File: src/rtl/snake_pkg.sv
// Shared types and helpers for the snake engine: direction codes, FSM encoding,
// reversal test and cell-index <-> (row, col) conversion.
package snake_pkg;

   typedef enum logic [1:0] {
      DIR_L = 2'b00,
      DIR_R = 2'b01,
      DIR_U = 2'b10,
      DIR_D = 2'b11
   } dir_t;

   typedef enum logic [1:0] {
      ST_IDLE = 2'b00,
      ST_RUN  = 2'b01,
      ST_DEAD = 2'b10
   } state_t;

   // Left/right and up/down differ only in bit 0.
   function automatic dir_t opposite(dir_t d);
      return dir_t'(d ^ 2'b01);
   endfunction

   function automatic logic [31:0] pos_row(logic [31:0] pos, logic [31:0] width);
      return pos / width;
   endfunction

   function automatic logic [31:0] pos_col(logic [31:0] pos, logic [31:0] width);
      return pos % width;
   endfunction

endpackage

File: src/rtl/snake_engine_if.sv
// Control inputs and board-state outputs of the snake engine, bundled for the
// direction decoder (master) and the engine itself (slave).
interface snake_engine_if #(
   parameter int MAX_LEN = 16,
   parameter int POS_W   = 10,
   parameter int LEN_W   = 5
);
   logic                     start;
   logic                     tick;
   logic [1:0]               dir_in;
   logic                     dir_valid;
   logic                     grow;
   logic [MAX_LEN*POS_W-1:0] body;
   logic [LEN_W-1:0]         len;
   logic [POS_W-1:0]         head;
   logic                     alive;
   logic                     dead;
   logic                     step_done;

   modport master (
      output start, tick, dir_in, dir_valid, grow,
      input  body, len, head, alive, dead, step_done
   );

   modport slave (
      input  start, tick, dir_in, dir_valid, grow,
      output body, len, head, alive, dead, step_done
   );
endinterface

File: src/rtl/snake_next_head.sv
// Combinational neighbour of a cell in a given direction, flagging when the
// move crosses the playfield edge (and wrapping the index when WRAP is set).
module snake_next_head
   import snake_pkg::*;
#(
   parameter int WIDTH  = 32,
   parameter int HEIGHT = 24,
   parameter int POS_W  = 10,
   parameter int WRAP   = 0
) (
   input  logic [POS_W-1:0] pos,
   input  dir_t             dir,
   output logic [POS_W-1:0] nh,
   output logic             wall_hit
);

   localparam logic [POS_W-1:0] ONE      = POS_W'(1);
   localparam logic [POS_W-1:0] ROW_STEP = POS_W'(WIDTH);
   localparam logic [POS_W-1:0] COL_SPAN = POS_W'(WIDTH - 1);
   localparam logic [POS_W-1:0] ROW_SPAN = POS_W'((HEIGHT - 1) * WIDTH);

   logic [31:0] row;
   logic [31:0] col;

   always_comb begin
      row      = pos_row(32'(pos), WIDTH);
      col      = pos_col(32'(pos), WIDTH);
      nh       = pos;
      wall_hit = 1'b0;
      // With WRAP=0 the value of nh on a wall hit is irrelevant: the step dies.
      unique case (dir)
         DIR_L: begin
            wall_hit = (col == 0);
            nh = wall_hit ? ((WRAP != 0) ? pos + COL_SPAN : pos) : pos - ONE;
         end
         DIR_R: begin
            wall_hit = (col == WIDTH - 1);
            nh = wall_hit ? ((WRAP != 0) ? pos - COL_SPAN : pos) : pos + ONE;
         end
         DIR_U: begin
            wall_hit = (row == 0);
            nh = wall_hit ? ((WRAP != 0) ? pos + ROW_SPAN : pos) : pos - ROW_STEP;
         end
         DIR_D: begin
            wall_hit = (row == HEIGHT - 1);
            nh = wall_hit ? ((WRAP != 0) ? pos - ROW_SPAN : pos) : pos + ROW_STEP;
         end
      endcase
   end

endmodule

File: src/rtl/snake_engine.sv
// Snake game state machine: body shift register, length, heading, growth and
// life/death, advancing one cell per tick strobe.
module snake_engine
   import snake_pkg::*;
#(
   parameter int MAX_LEN  = 16,
   parameter int WIDTH    = 32,
   parameter int HEIGHT   = 24,
   parameter int POS_W    = 10,
   parameter int LEN_W    = 5,
   parameter int INIT_POS = 100,
   parameter int INIT_LEN = 3,
   parameter int WRAP     = 0
) (
   input logic           clk,
   input logic           rst_n,
   snake_engine_if.slave bus
);

   state_t           state_q, state_d;
   dir_t             cur_dir_q, cur_dir_d;
   dir_t             pend_dir_q, pend_dir_d;
   logic             grow_pend_q, grow_pend_d;
   logic [POS_W-1:0] body_q [MAX_LEN];
   logic [POS_W-1:0] body_d [MAX_LEN];
   logic [LEN_W-1:0] len_q, len_d;
   logic             step_done_q, step_d;
   logic             alive_q, dead_q;

   dir_t             eff_dir;
   logic             dir_accept;
   logic [POS_W-1:0] nh;
   logic             wall_hit;
   logic             g;
   logic [LEN_W-1:0] cmp_lim;
   logic             self_hit;
   logic             collide;

   function automatic logic [POS_W-1:0] init_slot(int i);
      return (i < INIT_LEN) ? POS_W'(INIT_POS - i) : '0;
   endfunction

   snake_next_head #(
      .WIDTH  (WIDTH),
      .HEIGHT (HEIGHT),
      .POS_W  (POS_W),
      .WRAP   (WRAP)
   ) u_next_head (
      .pos      (body_q[0]),
      .dir      (eff_dir),
      .nh       (nh),
      .wall_hit (wall_hit)
   );

   // A request in the tick cycle steers that very step.
   assign dir_accept = bus.dir_valid && (dir_t'(bus.dir_in) != opposite(cur_dir_q));
   assign eff_dir    = dir_accept ? dir_t'(bus.dir_in) : pend_dir_q;
   assign g          = (grow_pend_q | bus.grow) && (len_q < LEN_W'(MAX_LEN));
   assign cmp_lim    = g ? len_q : len_q - LEN_W'(1);

   always_comb begin
      self_hit = 1'b0;
      for (int i = 0; i < MAX_LEN; i++)
         if ((LEN_W'(i) < cmp_lim) && (body_q[i] == nh))
            self_hit = 1'b1;
   end

   assign collide = ((WRAP == 0) && wall_hit) || self_hit;

   always_comb begin
      // NOTE: every signal written here is defaulted first so no path leaves it
      // unassigned, which would otherwise infer a latch.
      state_d     = state_q;
      cur_dir_d   = cur_dir_q;
      pend_dir_d  = pend_dir_q;
      grow_pend_d = grow_pend_q | bus.grow;
      body_d      = body_q;
      len_d       = len_q;
      step_d      = 1'b0;
      if (dir_accept)
         pend_dir_d = dir_t'(bus.dir_in);

      unique case (state_q)
         ST_IDLE: begin
            if (bus.start)
               state_d = ST_RUN;
         end
         ST_RUN: begin
            if (bus.tick) begin
               step_d      = 1'b1;
               cur_dir_d   = eff_dir;
               grow_pend_d = 1'b0;
               if (collide) begin
                  state_d = ST_DEAD;
               end else begin
                  for (int i = 1; i < MAX_LEN; i++)
                     body_d[i] = body_q[i-1];
                  body_d[0] = nh;
                  len_d     = len_q + LEN_W'(g);
               end
            end
         end
         ST_DEAD: begin
            if (bus.start) begin
               state_d     = ST_RUN;
               cur_dir_d   = DIR_R;
               pend_dir_d  = DIR_R;
               grow_pend_d = 1'b0;
               len_d       = LEN_W'(INIT_LEN);
               for (int i = 0; i < MAX_LEN; i++)
                  body_d[i] = init_slot(i);
            end
         end
         default: state_d = ST_IDLE;
      endcase
   end

   // NOTE: registers take non-blocking assignments so every flop samples the
   // pre-edge values; blocking here would let the shift register collapse.
   always_ff @(posedge clk) begin
      if (!rst_n) begin
         state_q     <= ST_IDLE;
         cur_dir_q   <= DIR_R;
         pend_dir_q  <= DIR_R;
         grow_pend_q <= 1'b0;
         len_q       <= LEN_W'(INIT_LEN);
         step_done_q <= 1'b0;
         alive_q     <= 1'b0;
         dead_q      <= 1'b0;
         // NOTE: the body array is reset on purpose: the start layout is
         // visible game state, not scratch storage.
         for (int i = 0; i < MAX_LEN; i++)
            body_q[i] <= init_slot(i);
      end else begin
         state_q     <= state_d;
         cur_dir_q   <= cur_dir_d;
         pend_dir_q  <= pend_dir_d;
         grow_pend_q <= grow_pend_d;
         len_q       <= len_d;
         step_done_q <= step_d;
         alive_q     <= (state_d == ST_RUN);
         dead_q      <= (state_d == ST_DEAD);
         for (int i = 0; i < MAX_LEN; i++)
            body_q[i] <= body_d[i];
      end
   end

   for (genvar i = 0; i < MAX_LEN; i++) begin : g_body
      assign bus.body[i*POS_W +: POS_W] = body_q[i];
   end

   assign bus.head      = body_q[0];
   assign bus.len       = len_q;
   assign bus.alive     = alive_q;
   assign bus.dead      = dead_q;
   assign bus.step_done = step_done_q;

endmodule

File: src/flat_wrapper.sv
// flat-port wrapper written by rule: the top's interface ports become plain ports
module snake_engine_flat import snake_pkg::*;
#(
   parameter int MAX_LEN  = 16,
   parameter int WIDTH    = 32,
   parameter int HEIGHT   = 24,
   parameter int POS_W    = 10,
   parameter int LEN_W    = 5,
   parameter int INIT_POS = 100,
   parameter int INIT_LEN = 3,
   parameter int WRAP     = 0
)
  (clk, rst_n, bus_start, bus_tick, bus_dir_in, bus_dir_valid, bus_grow, bus_body, bus_len, bus_head, bus_alive, bus_dead, bus_step_done);
  snake_engine_if #(.MAX_LEN(MAX_LEN), .POS_W(POS_W), .LEN_W(LEN_W)) bus_i ();
  input logic clk;
  input logic rst_n;
  input wire logic [$bits(bus_i.start)-1:0] bus_start;
  input wire logic [$bits(bus_i.tick)-1:0] bus_tick;
  input wire logic [$bits(bus_i.dir_in)-1:0] bus_dir_in;
  input wire logic [$bits(bus_i.dir_valid)-1:0] bus_dir_valid;
  input wire logic [$bits(bus_i.grow)-1:0] bus_grow;
  output wire logic [$bits(bus_i.body)-1:0] bus_body;
  output wire logic [$bits(bus_i.len)-1:0] bus_len;
  output wire logic [$bits(bus_i.head)-1:0] bus_head;
  output wire logic [$bits(bus_i.alive)-1:0] bus_alive;
  output wire logic [$bits(bus_i.dead)-1:0] bus_dead;
  output wire logic [$bits(bus_i.step_done)-1:0] bus_step_done;
  assign bus_i.start = bus_start;
  assign bus_i.tick = bus_tick;
  assign bus_i.dir_in = bus_dir_in;
  assign bus_i.dir_valid = bus_dir_valid;
  assign bus_i.grow = bus_grow;
  assign bus_body = bus_i.body;
  assign bus_len = bus_i.len;
  assign bus_head = bus_i.head;
  assign bus_alive = bus_i.alive;
  assign bus_dead = bus_i.dead;
  assign bus_step_done = bus_i.step_done;
  snake_engine #(.MAX_LEN(MAX_LEN), .WIDTH(WIDTH), .HEIGHT(HEIGHT), .POS_W(POS_W), .LEN_W(LEN_W), .INIT_POS(INIT_POS), .INIT_LEN(INIT_LEN), .WRAP(WRAP)) u_core (.clk(clk), .rst_n(rst_n), .bus(bus_i));
endmodule
File: config.mk
export PLATFORM = sky130hd
export DESIGN_NAME = snake_engine_flat
export DESIGN_NICKNAME = d
export VERILOG_FILES = /design/src/rtl/snake_pkg.sv /design/src/rtl/snake_engine_if.sv /design/src/rtl/snake_next_head.sv /design/src/rtl/snake_engine.sv /design/src/flat_wrapper.sv
export SDC_FILE = /design/constraint.sdc
export NUM_CORES = 1
export LEC_CHECK = 0
export ABC_AREA = 1
export ABC_CLOCK_PERIOD_IN_PS = 3500
export BUFFER_PORTS_ARGS = -buffer_cell sky130_fd_sc_hd__clkbuf_2
export CORE_MARGIN = 4
export CORE_UTILIZATION = 35
export DETAILED_ROUTE_END_ITERATION = 8
export PLACE_DENSITY = 0.63
export REMOVE_ABC_BUFFERS = 1
export SLEW_MARGIN = 20
export SYNTH_ARGS = -nofsm -noshare
export SYNTH_HDL_FRONTEND = slang
export SYNTH_SLANG_ARGS = --single-unit
File: constraint.sdc
create_clock -name clk -period 3.5 [get_ports clk]
set_input_delay 0.35 -clock clk [delete_from_list [all_inputs] [get_ports clk]]
set_output_delay 0.35 -clock clk [all_outputs]
set_load 0.05 [all_outputs]
==> summary.md, run 1 <==
| Metric | Value |
|---|---|
| Number of global-route vias before repair | `around 10,000` |
| Maximum VDD drop | `0.3727 mV` |
| Wire length per cell after detailed routing | `19.48 um` |
| Pin count of the biggest net entering global routing | `76` |
| Antenna cells | `0` |
| Critical path capture point type | `flop` |
| Setup violation total in the final timing report | `0` |
| Die ar. | `0.03290 mm^2` |
| Post-route setup TNS | `0 ns` |
| Layout Area Growth over Synthesis | `34.59%` |
| Simple-gate share of the synthesized area | `39.98%` |
| Number of enable-type register cells in the synthesized netlist | `0` |
| Post-Syn Instances | `1,613` |
| Ys async rst share | `0%` |
| Fill count | `2,991` |
| Period minus WS final | `3.439 ns` |
| Total wire length | `approximately 44 mm` |
| Slew margin rel. | `53.62%` |
| All-layer global routing usage | `23.25%` |
| Library cell used as clock root buffer | `sky130_fd_sc_hd__clkbuf_16` |
| Synth Cell Area | `0.01052 mm^2` |
| Sequential share of the synthesized area | `33.29%` |
| XOR/XNOR share of the synthesized area | `3.329%` |
| Data required time at the worst endpoint | `3.88 ns` |
| Primary flip-flop cell chosen by synthesis mapping | `sky130_fd_sc_hd__dfxtp_1` |
| Gate power share | `36.9%` |
| DRC violations left | `0` |
| Cell types with the largest area share after synthesis | `sky130_fd_sc_hd__dfxtp_1, sky130_fd_sc_hd__nand2_1, sky130_fd_sc_hd__a21oi_1` |
| Iteration count of the initial detailed-routing pass | `7` |
| Number of hold-repair buffers added at the cts stage | `0` |
| Post-synthesis compound-gate area fraction | `11.81%` |
| Leakage power of the design | `between 0.006 and 0.007 uW` |
| Gp weighted congestion | `0.9138` |
| Avg Vias per Cell | `5.367` |
| Placeable Area | `0.02964 mm^2` |
| Placed Cells | `2,178` |
| Standard-cell rows | `63` |
| Worst-case setup margin in the final layout | `between 0.06 and 0.07 ns` |
| Synth Area in Adders | `under 10%` |
| Max-cap check violation count | `0` |
| Vertical die dimension | `about 180 um` |
| Initial DRC Count | `1,285` |
| Most common cell after layout, fill and taps aside | `sky130_fd_sc_hd__nand2_1` |
| Setup Crit Path Kind | `reg -> reg` |
| Startpoint kind of the worst setup timing path | `flop` |
| Worst-skew pair later-pin latency | `0.46 ns` |
| Max-slew violation count | `0` |
| Number of buffers created by CTS | `17` |
| Worst endpoint data arrival time | `~3.8 ns` |
| Run status | `completed` |
| Grt ovf | `0` |
| Layout cell share with drive strength beyond 1 | `26.91%` |
| Most used cells in the layout excluding fill and tap cells | `sky130_fd_sc_hd__nand2_1, sky130_fd_sc_hd__clkbuf_2, sky130_fd_sc_hd__dfxtp_1` |
| Multiplexer fraction of the synthesized cell area | `0%` |
| Int Pwr | `3922 uW` |
| Largest fanout of any net on the critical path | `16` |
| Average cell area after synthesis | `6.524 um^2` |
| IO Count | `~190` |
| Number of flip-flops and latches in the synthesized netlist | `175` |
| Highest attainable clock frequency | `slightly below 0.3 GHz` |
| Number of nets in the final layout | `1,888` |
| Initial antenna violation count | `0` |
| Wire length of the first global-routing pass | `61.33 mm` |
| Synth unique cells | `39` |
| Non-filler instance count after layout | `~2,300` |
| Net Sw Frac | `39.43%` |
| Worst-margin pin slew | `0.6956 ns` |
| Largest clock skew in the final design | `0.02265 ns` |
| Setup repair after global routing missed its margin | `yes` |
| Part of the power in the clock network | `30.6%` |
| Proportion of power drawn by flip-flops and latches | `between 30% and 40%` |
| Psw | `2553 uW` |
| Clock transition at path regs | `around 0.08 ns` |
| Synth top area share | `33.29%` |
| Post-route fraction of the period consumed by the critical path | `between 90% and 100%` |
| Total via count in the routed design | `~12,000` |
| Hpwl dp | `29.13 mm` |
| Setup WS pre-CTS | `-0.1416 ns` |
| Main combinational cell family by area after synthesis | `simple AND/OR/NAND/NOR gates` |
| Width of the die | `181.4 um` |
| Maximum number of buffers from clock root to sink | `2` |
| Initial Util | `35.50%` |
| Warnings, synthesis | `0` |
| Clock net sink count | `175` |
| Cell type contributing the most total cell area after synthesis | `sky130_fd_sc_hd__dfxtp_1` |
| Clock tree from TritonCTS | `done` |
| # H-tree levels | `4` |
| Total of buffers placed on input and output ports | `185` |
| Antenna violation net count after detailed routing | `0` |
| Power density of the placed cells | `457.2 mW/mm^2` |
| Worst Hold Class | `in -> reg` |
| Final hold slack | `0.1761 ns` |
| Final Hold Fails | `0` |
==> power groups by stage <==
stage	Combinational [uW]	Clock, uW	Sequential, uW
global route	2530	2080	2100
CTS	1880	2000	2090
floorplan	945	0	2290
global placement	1860	0	2140
finish	2390	1980	2100
detailed placement	1860	0	2140
==> what timing repair did <==
item                       in CTS  in global routing
resized for setup               3                159
setup buffers                   1                 34
pin swaps                       1                 33
gates cloned                    1                 24
setup endpoints to repair     163                169
==> critical path: stages, from the launching register on <==
cell                      delay, ns
sky130_fd_sc_hd__dfxtp_2       0.36
sky130_fd_sc_hd__inv_2         0.04
sky130_fd_sc_hd__nand2_2       0.06
sky130_fd_sc_hd__nand2_2       0.07
sky130_fd_sc_hd__nand2_4       0.13
sky130_fd_sc_hd__buf_6         0.12
sky130_fd_sc_hd__nand3_4       0.11
sky130_fd_sc_hd__nand2_8       0.14
sky130_fd_sc_hd__buf_4         0.13
sky130_fd_sc_hd__nand2_1       0.05
sky130_fd_sc_hd__nand3_2       0.12
sky130_fd_sc_hd__nand2_4       0.08
sky130_fd_sc_hd__buf_12        0.16
sky130_fd_sc_hd__nand2_1       0.05
sky130_fd_sc_hd__o21ai_1       0.06
sky130_fd_sc_hd__nor2_1        0.24
sky130_fd_sc_hd__nand3_1       0.11
sky130_fd_sc_hd__nor2_1        0.16
sky130_fd_sc_hd__nor2_1        0.07
sky130_fd_sc_hd__nand2_1       0.12
sky130_fd_sc_hd__nor2_4        0.06
sky130_fd_sc_hd__nand3_4       0.14
sky130_fd_sc_hd__nand2_8       0.12
sky130_fd_sc_hd__nand2_8       0.19
sky130_fd_sc_hd__buf_12        0.15
sky130_fd_sc_hd__buf_4         0.12
sky130_fd_sc_hd__nand2_1       0.05
sky130_fd_sc_hd__a21oi_1       0.12
==> routing by layer <==
layer	GRT usage, %	routed length, um	up-vias
met5	0	0	-
met4	6.094	1308	0
met3	4.567	4135	89
met2	36.38	19800	656
met1	32.90	18960	5741
li1	-	-	5698
==> Yosys cell counts (18+ instances only) <==
| cell | instances |
|---|---|
| sky130_fd_sc_hd__nand3b_1 | 55 |
| sky130_fd_sc_hd__clkbuf_1 | 25 |
| sky130_fd_sc_hd__buf_4 | 31 |
| sky130_fd_sc_hd__buf_6 | 18 |
| sky130_fd_sc_hd__nand2_1 | 596 |
| sky130_fd_sc_hd__a21oi_1 | 164 |
| sky130_fd_sc_hd__xor2_1 | 30 |
| sky130_fd_sc_hd__nand4_1 | 28 |
| sky130_fd_sc_hd__dfxtp_1 | 175 |
| sky130_fd_sc_hd__o21ai_0 | 26 |
| sky130_fd_sc_hd__buf_2 | 23 |
| sky130_fd_sc_hd__nor2_1 | 130 |
| sky130_fd_sc_hd__inv_1 | 102 |
| sky130_fd_sc_hd__nand3_1 | 96 |
==> through the flow <==
step                      power (uW)  utilization (%)  cell area [um^2]
after floorplan                 3230                -              9878
after global placement          3994            41.10             12180
after detailed placement        4001            41.10             12180
after CTS                       5973            43.17             12800
after global routing            6707            47.78             14160
final                           6475            47.78             14160
==> sequential cells by signal (all words and copies together) (netlist names) <==
| signal | cells |
|---|---|
| u_core.cur_dir_q | 2 |
| u_core.bus.alive | 1 |
| u_core.state_q | 2 |
| u_core.bus.head | 10 |
| u_core.bus.body | 150 |
| u_core.grow_pend_q | 1 |
| u_core.pend_dir_q | 2 |
| u_core.bus.dead | 1 |
| u_core.bus.step_done | 1 |
| u_core.bus.len | 5 |
==> logic make-up after synthesis <==
logic type	after synthesis
buf+inv	207
xor+xnor	40
flops	175
fa+ha+maj	13
simple gates	951
compound gates	227
==> layout make-up <==
type                    count  area (um^2)  area share (%)
multi-input cells        1236         6515           46.00
flip-flops and latches    175         3522           24.87
repair buffers            327         2620           18.50
well taps                 390        488.0           3.446
clock buffers              19        452.9           3.198
inverters                 110        422.9           2.986
clock inverters            13        141.4          0.9983
==> path summary, 6_finish.rpt <==
| check | start | to | slack [ns] | depth (start not counted) |
|---|---|---|---|---|
| worst max-delay path | u_core.cur_dir_q[0] | u_core.bus.body[66] | 0.06 | 27 |
| worst min-delay path | rst_n | u_core.cur_dir_q[0] | 0.18 | 2 |
| worst max register to register | u_core.cur_dir_q[0] | u_core.bus.body[66] | 0.06 | 27 |
| worst min register to register | u_core.cur_dir_q[1] | u_core.cur_dir_q[1] | 0.50 | 2 |
Note: power is estimated with default switching activity, not from simulation.
==> run 2, diff against run 1 <==
==> constraint.sdc (replaced) <==
create_clock -name clk -period 3.5 [get_ports clk]
set_input_delay 0.875 -clock clk [delete_from_list [all_inputs] [get_ports clk]]
set_output_delay 0.875 -clock clk [all_outputs]
set_load 0.05 [all_outputs]
==> summary.md, run 2 (synthesis results as in run 1) <==
| Metric | Value |
|---|---|
| Iteration count of the initial detailed-routing pass | `7 (unchanged)` |
| Layout Area Growth over Synthesis | `40.93%` |
| Most used cells in the layout excluding fill and tap cells | `sky130_fd_sc_hd__nand2_1, sky130_fd_sc_hd__clkbuf_2, sky130_fd_sc_hd__dfxtp_1` |
| All-layer global routing usage | `23.55% (+0.30 points)` |
| Largest fanout of any net on the critical path | `12 (-4)` |
| Placeable Area | `0.02964 mm^2 (unchanged)` |
| Antenna cells | `0 (unchanged)` |
| Worst-case setup margin in the final layout | `-0.1595 ns (-0.2203 ns)` |
| # H-tree levels | `4 (unchanged)` |
| Initial antenna violation count | `0 (unchanged)` |
| Max-cap check violation count | `0 (unchanged)` |
| Worst Hold Class | `reg -> reg` |
| Maximum number of buffers from clock root to sink | `2 (unchanged)` |
| Wire length of the first global-routing pass | `61.85 mm (+0.84%)` |
| Clock tree from TritonCTS | `done` |
| Most common cell after layout, fill and taps aside | `sky130_fd_sc_hd__nand2_1` |
| Standard-cell rows | `63 (unchanged)` |
| Number of global-route vias before repair | `10,530 (+2.7%)` |
| Total area of multi-input combinational cells | `0.006639 mm^2 (+1.9%)` |
| Clock transition at path regs | `0.08 ns (about the same)` |
| Worst-skew pair later-pin latency | `0.47 ns (about the same)` |
| Avg Vias per Cell | `5.364 (about the same)` |
| DRC violations left | `0 (unchanged)` |
| Post-route fraction of the period consumed by the critical path | `104.6% (+6.3 points)` |
| Startpoint kind of the worst setup timing path | `primary input` |
| Number of hold-repair buffers added at the cts stage | `0 (unchanged)` |
| Width of the die | `181.4 um (unchanged)` |
| Grt ovf | `0 (unchanged)` |
| Fill count | `2,960 (-1.0%)` |
| Slew margin rel. | `60.41% (+6.8 points)` |
| Layout cell share with drive strength beyond 1 | `30.83% (+3.9 points)` |
| Post-route standard cell area excluding fillers | `0.01483 mm^2 (+4.7%)` |
| Maximum VDD drop | `0.3467 mV (-7.0%)` |
| Worst endpoint data arrival time | `4.03 ns (+0.21 ns)` |
| Setup repair after global routing missed its margin | `yes` |
| Post-placement cell area | `0.01258 mm^2 (+3.3%)` |
| Leakage power of the design | `0.006612 uW (+6.7%)` |
| Power density of the placed cells | `448.4 mW/mm^2 (-1.9%)` |
| Total of buffers placed on input and output ports | `185 (unchanged)` |
| Largest clock skew in the final design | `0.02964 ns (+0.006991 ns)` |
| Total wire length | `45.22 mm (+2.3%)` |
| Worst-margin pin slew | `0.5939 ns (-0.1018 ns)` |
| Sequential cell area | `0.003508 mm^2 (-0.39%)` |
| Initial DRC Count | `1,516 (+18%)` |
| Setup Crit Path Kind | `in -> reg` |
| Total via count in the routed design | `12,430 (+2.0%)` |
| Initial Util | `35.50% (unchanged)` |
| Gp weighted congestion | `0.9475 (+3.7%)` |
| Violated checks | `setup timing` |
| Data required time at the worst endpoint | `3.87 ns (about the same)` |
| Hpwl dp | `29.98 mm (+2.9%)` |
| Run status | `finished, violations left` |
| Vertical die dimension | `181.4 um (unchanged)` |
| Die ar. | `0.03290 mm^2 (unchanged)` |
| Post-route setup TNS | `-15.89 ns (-15.89 ns)` |
| Max-slew violation count | `0 (unchanged)` |
| Flip-flop count of the largest register, all copies and words added | `150 (unchanged)` |
| Library cell used as clock root buffer | `sky130_fd_sc_hd__clkbuf_16` |
| Number of nets in the final layout | `1,935 (+2.5%)` |
| Wire length per cell after detailed routing | `19.52 um (+0.21%)` |
| Period minus WS final | `3.659 ns (+0.2203 ns)` |
| Critical path capture point type | `flop` |
| Power, Total | `6650 uW (+2.7%)` |
| Pin count of the biggest net entering global routing | `77 (+1.3%)` |
| Antenna violation net count after detailed routing | `0 (unchanged)` |
| Final Hold Fails | `0 (unchanged)` |
| Clock net sink count | `175 (unchanged)` |
| Number of buffers created by CTS | `17 (unchanged)` |
| IO Count | `186 (unchanged)` |
| Setup violation total in the final timing report | `168 (+168)` |
| Worst reg2reg setup slack | `-0.08 ns (-0.14 ns)` |
| Highest attainable clock frequency | `0.2733 GHz (-6.0%)` |
-- run 2: through the flow --
stage	cells	util (%)	setup slack [ns]	hold WS, ns
6_report	2317	50.03	-0.1595	0.5004
3_3_place_gp	2221	42.44	-0.5403	0.4744
3_5_place_dp	2221	42.44	-0.6223	0.4759
4_1_cts	2254	44.55	-0.02303	0.4871
5_1_grt	2317	50.03	-0.3350	0.5214
2_1_floorplan	1516	-	-1.568	0.4544
-- run 2: worst max-delay path, stage by stage --
cell                      delay [ns]
sky130_fd_sc_hd__buf_8          0.08
sky130_fd_sc_hd__inv_4          0.03
sky130_fd_sc_hd__nand2_2        0.05
sky130_fd_sc_hd__nand2_2        0.07
sky130_fd_sc_hd__nand2_4        0.12
sky130_fd_sc_hd__nand2_8        0.09
sky130_fd_sc_hd__nand2_8        0.10
sky130_fd_sc_hd__nand2_8        0.08
sky130_fd_sc_hd__buf_6          0.13
sky130_fd_sc_hd__nor2_4         0.17
sky130_fd_sc_hd__nand4_1        0.21
sky130_fd_sc_hd__buf_6          0.21
sky130_fd_sc_hd__a21oi_1        0.24
sky130_fd_sc_hd__nor2_1         0.08
sky130_fd_sc_hd__nand3_1        0.11
sky130_fd_sc_hd__nor2_1         0.06
sky130_fd_sc_hd__nor2_1         0.08
sky130_fd_sc_hd__nand2_1        0.09
sky130_fd_sc_hd__nor2_4         0.14
sky130_fd_sc_hd__nand3_4        0.18
sky130_fd_sc_hd__nor2_8         0.23
sky130_fd_sc_hd__buf_12         0.18
sky130_fd_sc_hd__buf_12         0.15
sky130_fd_sc_hd__nand2_1        0.06
sky130_fd_sc_hd__a21oi_1        0.16
-- run 2: what timing repair did --
| action | in CTS | in global routing |
|---|---|---|
| pin swaps | 1 | 77 |
| gates cloned | 0 | 33 |
| setup buffers | 1 | 30 |
| setup endpoints to repair | 164 | 169 |
| resized for setup | 8 | 198 |
-- run 2: power breakdown --
part / switching (uW) / total (uW) / leakage (uW) / internal [uW]
Clock: 1010 / 1970 / 0.000285 / 959
Sequential: 58.7 / 2090 / 0.00141 / 2030
Combinational: 1560 / 2590 / 0.00491 / 1040
Total: 2620 / 6650 / 0.00661 / 4030
-- run 2: area by class of cell --
type / instances / share of cell area [%]
tap: 390 / 3.291
inverter: 110 / 2.852
multi-input combinational: 1237 / 44.77
clock inverter: 15 / 1.131
timing repair buffer: 373 / 21.43
sequential: 175 / 23.66
clock buffer: 17 / 2.869
-- run 2: final timing paths --
check,cells after the start,endpoint,start
worst max-delay path,25,u_core.bus.body[80],bus_dir_in[1]
worst min-delay path,2,u_core.bus.body[150],u_core.bus.body[150]
worst max register to register,24,u_core.bus.body[80],u_core.cur_dir_q[1]
worst min register to register,2,u_core.bus.body[150],u_core.bus.body[150]
-- run 2: metal layers --
metal	vias up	track usage, %	share of wire (%)
met3	72	4.367	9.2
met4	0	5.434	1.8
met5	-	0	0
li1	5802	-	-
met2	686	36.74	45
met1	5868	33.88	44
